===== src/rtl/pe_mac_stream.sv =====
// Word-serial signed multiply-accumulate PE: streams operand pairs into a preloaded wide
// accumulator and drains the result as WORD_WIDTH-bit words, with valid/ready on both sides.
//   state | meaning
//   IDLE  | waiting for start_i, addend loaded on start
//   ACCUM | accepting operand beats into the 2-stage product pipeline
//   FLUSH | pipeline draining into the accumulator
//   DRAIN | emitting result words, accumulator shifts per handshake
module pe_mac_stream #(
  parameter int WORD_WIDTH = 17,
  parameter int LAMBDA     = 2,
  parameter int ACC_WIDTH  = 48,
  parameter int OUT_WORDS  = 3
) (
  input  logic                        clock_i,
  input  logic                        reset_i,
  input  logic                        start_i,
  input  logic signed [ACC_WIDTH-1:0] c_din_i,
  input  logic                        in_valid_i,
  output logic                        in_ready_o,
  input  logic                        in_last_i,
  input  logic signed [WORD_WIDTH:0]  a_din_i,
  input  logic signed [WORD_WIDTH:0]  b_din_i,
  input  logic                        lambda_en_i,
  input  logic                        sub_en_i,
  output logic                        out_valid_o,
  input  logic                        out_ready_i,
  output logic [WORD_WIDTH:0]         out_dout_o,
  output logic                        out_last_o,
  output logic                        busy_o,
  output logic                        done_o
);

  localparam int PW = 2 * WORD_WIDTH + 2;
  localparam int CW = $clog2(OUT_WORDS + 1);
  localparam logic signed [ACC_WIDTH-1:0] LAMBDA_S = ACC_WIDTH'(LAMBDA);

  typedef enum logic [1:0] {IDLE, ACCUM, FLUSH, DRAIN} state_t;

  state_t state, state_nxt;

  logic signed [ACC_WIDTH-1:0] acc, term_q, prod_ext, scaled, term;
  logic signed [WORD_WIDTH:0]  a_q, b_q;
  logic signed [PW-1:0]        a_ext, b_ext, prod;
  logic                        lam_q, sub_q, v1, v2;
  logic [CW-1:0]               cnt;
  logic                        done_q;
  logic                        beat_ok;
  logic                        cnt_zero;

  assign cnt_zero = (cnt == '0);
  assign beat_ok  = in_valid_i && in_ready_o;
  assign busy_o   = (state != IDLE);
  assign done_o   = done_q;

  // Product is formed at full signed width, then widened before scaling so nothing is lost.
  assign a_ext    = {{(PW-WORD_WIDTH-1){a_q[WORD_WIDTH]}}, a_q};
  assign b_ext    = {{(PW-WORD_WIDTH-1){b_q[WORD_WIDTH]}}, b_q};
  assign prod     = a_ext * b_ext;
  assign prod_ext = {{(ACC_WIDTH-PW){prod[PW-1]}}, prod};
  assign scaled   = lam_q ? prod_ext * LAMBDA_S : prod_ext;
  assign term     = sub_q ? -scaled : scaled;

  always_ff @(posedge clock_i) begin
    if (reset_i) state <= IDLE;
    else         state <= state_nxt;
  end

  always_comb begin
    state_nxt   = state;
    in_ready_o  = 1'b0;
    out_valid_o = 1'b0;
    out_last_o  = 1'b0;
    out_dout_o  = '0;
    case (state)
      IDLE:  if (start_i) state_nxt = ACCUM;
      ACCUM: begin
        in_ready_o = 1'b1;
        if (in_valid_i && in_last_i) state_nxt = FLUSH;
      end
      FLUSH: if (cnt_zero) state_nxt = DRAIN;
      DRAIN: begin
        out_valid_o = 1'b1;
        out_last_o  = cnt_zero;
        out_dout_o  = cnt_zero ? acc[WORD_WIDTH:0] : {1'b0, acc[WORD_WIDTH-1:0]};
        if (out_ready_i && cnt_zero) state_nxt = IDLE;
      end
      default: state_nxt = IDLE;
    endcase
  end

  always_ff @(posedge clock_i) begin
    if (reset_i) begin
      acc    <= '0;
      a_q    <= '0;
      b_q    <= '0;
      lam_q  <= 1'b0;
      sub_q  <= 1'b0;
      v1     <= 1'b0;
      v2     <= 1'b0;
      term_q <= '0;
      cnt    <= '0;
      done_q <= 1'b0;
    end else begin
      v1 <= beat_ok;
      if (beat_ok) begin
        a_q   <= a_din_i;
        b_q   <= b_din_i;
        lam_q <= lambda_en_i;
        sub_q <= sub_en_i;
      end
      v2     <= v1;
      term_q <= term;
      done_q <= (state == DRAIN) && out_ready_i && cnt_zero;
      // cnt is the flush timer in FLUSH and the remaining-word count in DRAIN.
      case (state)
        IDLE: if (start_i) acc <= c_din_i;
        ACCUM: begin
          cnt <= CW'(1);
          if (v2) acc <= acc + term_q;
        end
        FLUSH: begin
          cnt <= cnt_zero ? CW'(OUT_WORDS - 1) : cnt - 1'b1;
          if (v2) acc <= acc + term_q;
        end
        DRAIN: begin
          if (out_ready_i && !cnt_zero) begin
            cnt <= cnt - 1'b1;
            acc <= acc >>> WORD_WIDTH;
          end
        end
        default: ;
      endcase
    end
  end

endmodule


===== config.mk =====
export PLATFORM = sky130hd
export DESIGN_NAME = pe_mac_stream
export DESIGN_NICKNAME = d
export VERILOG_FILES = /design/src/rtl/pe_mac_stream.sv
export SDC_FILE = /design/constraint.sdc
export NUM_CORES = 1
export LEC_CHECK = 0
export BUFFER_PORTS_ARGS = -buffer_cell sky130_fd_sc_hd__buf_2
export CORE_AREA = 2 2 200 202
export DETAILED_ROUTE_END_ITERATION = 6
export DIE_AREA = 0 0 202 204
export GPL_ROUTABILITY_DRIVEN = 0
export PLACE_DENSITY_LB_ADDON = 0.08
export REMOVE_ABC_BUFFERS = 1
export SYNTH_ARGS = -nofsm -noshare
export SYNTH_HDL_FRONTEND = slang
export SYNTH_SLANG_ARGS = --single-unit

===== constraint.sdc =====
create_clock -name clock_i -period 8.05 [get_ports clock_i]
set_input_delay 0.805 -clock clock_i [delete_from_list [all_inputs] [get_ports clock_i]]
set_output_delay 0.805 -clock clock_i [all_outputs]
set_load 0.03 [all_outputs]

==> run_results.csv <==
group,metric,value,unit
floorplanning,core,39200,sq um
timing,rsz0062_at_grt,"no",
synthesis,ys.flop_type,"dfxtp_1",
global_routing,grt_pass1_vias,19632,
pwr,p_total,4.90,mW
global_routing,gr-total-overflow,0,
finish,antenna-diode-count,0,
floorplanning,die_w,202,um
synthesis,synthArstFlopShare,0,%
placement,hpwl,48.6,mm
worst_hold_path,hp-class,"reg -> reg",
floorplanning,die_area,41200,sq um
floorplanning,row_count,73,
timing,tns,0,ns
timing,hold_viol_final,0,
global_routing,antenna_found_initial,0,
finish,regArea,2850,sq um
worst_hold_path,holdPathStages,1,
timing,setup-violations-final,0,
routing,firstDrtPassIters,5,
timing,period_share,95.2,%
global_routing,grt_max_degree,65,
timing,slew_viol_final,0,
pwr,peakVddDrop,160,uV
finish,post-route-util,61.7,%
floorplanning,io_pins,115,
synthesis,seq_area_frac_synth,12.6,%
clock_network,htreeDepth,4,
critical_path,rr_worst_depth,23,
synthesis,ys_seq_elements,141,
critical_path,cp.required,8.38,ns
timing,hold_ws,0.459,ns
routing,remaining_drc_errors,0,
finish,final_nets,3364,
synthesis,synth_cells,2759,
flow_run,maxCapViolCount,0,
critical_path,path_class,"reg -> reg",
routing,wire_per_inst,18.0,um
synthesis,synth.distinct_cells,86,
placement,place_area,23600,sq um
finish,finalInstanceArea,24200,sq um
worst_hold_path,hold_start,"v1",
finish,layout-drive-gt1-share,9.55,%
critical_path,end_kind,"flip-flop",
placement,io_buffer_count,114,
clock_network,cts_root_buf,"clkbuf_16",
finish,multi_input_area,17500,sq um
timing,fin_crit,7.66,ns
clock_network,cts_tree,"yes",
synthesis,yosysWarnings,0,
critical_path,r2r_slack,0.39,ns
finish,synthToLayoutAreaGrowth,7.56,%
synthesis,synth.avg_cell_area,8.15,sq um
worst_hold_path,min_to,"v2",
global_routing,grtUsageTotal,30.1,%
synthesis,synth_edf_count,0,
placement,dp.cells,3300,
timing,max_slew_margin,23.7,%
critical_path,worst_setup_path_start_kind,"flip-flop",
clock_network,cts_hold_buf,0,
clock_network,cts_buffer_depth,2,
floorplanning,initial_core_util,57.4,%
timing,tightest_slew,1.14,ns
global_routing,grt_pass1_wl,99.2,mm
critical_path,cp.arrival,7.99,ns
routing,totalWireLength,60.0,mm
placement,dp_slack,0.103,ns
clock_network,clk_pin_slew,0.07,ns
critical_path,worstReg2RegStart,"a_q[12]",
finish,fill_cells,3475,
critical_path,r2r_end,"term_q[35]",
critical_path,worst-path-max-fanout,10,
pwr,p_leak,11.8,nW
clock_network,clock_latency,0.48,ns
status,status,"finished clean",
synthesis,syn_area,22500,sq um
routing,detail-route-antenna-nets,0,
finish,final_cells,3332,
timing,fin_skew,0.0159,ns
timing,fmax,131,MHz
pwr,powerDensity,203,nW/um^2
routing,drt_iter0_markers,1304,
routing,viasPerCell,5.74,
floorplanning,chipHeight,204,um
clock_network,cts_buffers,17,
timing,timing.final.ws_setup,0.390,ns
routing,vias,19126,
clock_network,clock-sinks,141,
==> worst max-delay path by stage <==
stage	startpoint	endpoint	slack, ns	depth (start not counted)
3_5_place_dp	b_q[4]	term_q[37]	0.10	23
4_1_cts	b_q[4]	term_q[37]	0.08	23
5_1_grt	b_q[1]	term_q[35]	0.004	26
3_3_place_gp	b_q[4]	term_q[35]	0.31	24
6_report	a_q[12]	term_q[35]	0.39	23
2_1_floorplan	a_q[17]	term_q[35]	0.84	24
==> synth_stat cells (5+ instances only) <==
master | n | area (sq um)
nor2b_1 | 13 | 81.3
ha_1 | 148 | 1850
and4_1 | 6 | 52.6
nand3_1 | 28 | 140
o21a_1 | 17 | 128
inv_1 | 402 | 1510
clkbuf_1 | 135 | 507
nand4_1 | 11 | 68.8
nor2_1 | 146 | 548
mux2i_1 | 14 | 140
a211o_1 | 8 | 70.1
or3_1 | 15 | 93.8
xor2_1 | 20 | 175
xnor2_1 | 60 | 526
a311oi_1 | 8 | 70.1
o22ai_1 | 5 | 31.3
o211ai_1 | 41 | 308
fa_1 | 330 | 6610
and3_1 | 17 | 106
a21o_1 | 41 | 308
a221oi_1 | 10 | 87.6
o31ai_1 | 12 | 90.1
o221ai_1 | 7 | 61.3
o21ai_0 | 108 | 541
nor4_1 | 13 | 81.3
dfxtp_1 | 141 | 2820
nand2_1 | 360 | 1350
buf_1 | 10 | 37.5
or2_2 | 9 | 56.3
buf_2 | 14 | 70.1
a21oi_1 | 187 | 936
a31oi_1 | 18 | 113
a21boi_0 | 5 | 37.5
nand2b_1 | 17 | 106
nor3_1 | 43 | 215
o21bai_1 | 11 | 82.6
o211a_1 | 6 | 60.1
and2_1 | 192 | 1200
a211oi_1 | 30 | 225
a221o_1 | 19 | 190
==> state kept, by name (all words and copies together), names as in the netlist <==
register / flops
lam_q: 1
a_q: 18
state: 2
cnt: 2
done_o: 1
term_q: 48
v1: 1
b_q: 18
sub_q: 1
acc: 48
v2: 1
==> cell type report <==
cell class,instances,share of cell area (%)
Multi-Input combinational cell,2055,72.5
Sequential cell,141,11.8
Inverter,402,6.24
Timing Repair Buffer,177,4.33
Tap cell,525,2.72
Clock buffer,17,1.76
Clock inverter,15,0.626
==> placed cells by master (no fill, tap or decap), drive strengths merged, types with 18 or more instances in the layout <==
master	n
a211oi	32
a21o	41
a21oi	187
a221o	19
a31oi	18
and2	193
buf	177
dfxtp	141
fa	330
ha	148
inv	409
nand2	360
nand3	28
nor2	146
nor3	44
o211ai	41
o21ai	111
xnor2	60
xor2	20
==> cell families (layout without fill, tap and decap cells) <==
logic type,Yosys count,count (layout),share of synthesized area (%)
fa+ha+maj,478,478,37.6
mux,16,16,0.724
xor+xnor,80,80,3.12
compound gates,581,581,16.9
simple gates,900,900,19.6
buf+inv,563,611,9.53
flops,141,141,12.6
==> timing repair <==
item,4_1_cts,5_1_grt
hold endpoints to repair,0,0
endpoints found under the setup margin,0,20
resized for setup,0,26
setup buffers,0,0
==> critical path: stages (launching register included) <==
cell and delay (ns):
dfxtp_1 0.60, buf_4 0.23, nand2_1 0.08, fa_1 0.53
inv_1 0.05, fa_1 0.49, fa_1 0.60, fa_1 0.45
fa_1 0.49, inv_1 0.05, fa_1 0.47, inv_1 0.04
ha_1 0.40, and2_1 0.20, or3b_4 0.40, nor4b_4 0.40
o211a_1 0.23, a211oi_1 0.07, a211oi_2 0.25, or3b_1 0.48
or3b_4 0.46, o41ai_2 0.35, xnor2_1 0.15, nor2_1 0.06
==> report_power, final <==
part           leakage (nW)  internal (mW)  switching (mW)
clock                 0.273          0.434           0.376
sequential             1.16          0.878           0.246
combinational          10.3           1.10            1.87
total                  11.8           2.42            2.49
==> routing by layer <==
layer	part of all wire, %	up-vias	wire length [um]	GRT usage [%]
met3	6.1	101	3680	4.48
met5	0	-	0	0
met4	2.7	0	1640	9.59
met1	45	9288	26700	40.1
met2	47	637	27900	50.6
li1	-	9100	-	-
No activity file was read; power rests on OpenSTA's default activity.
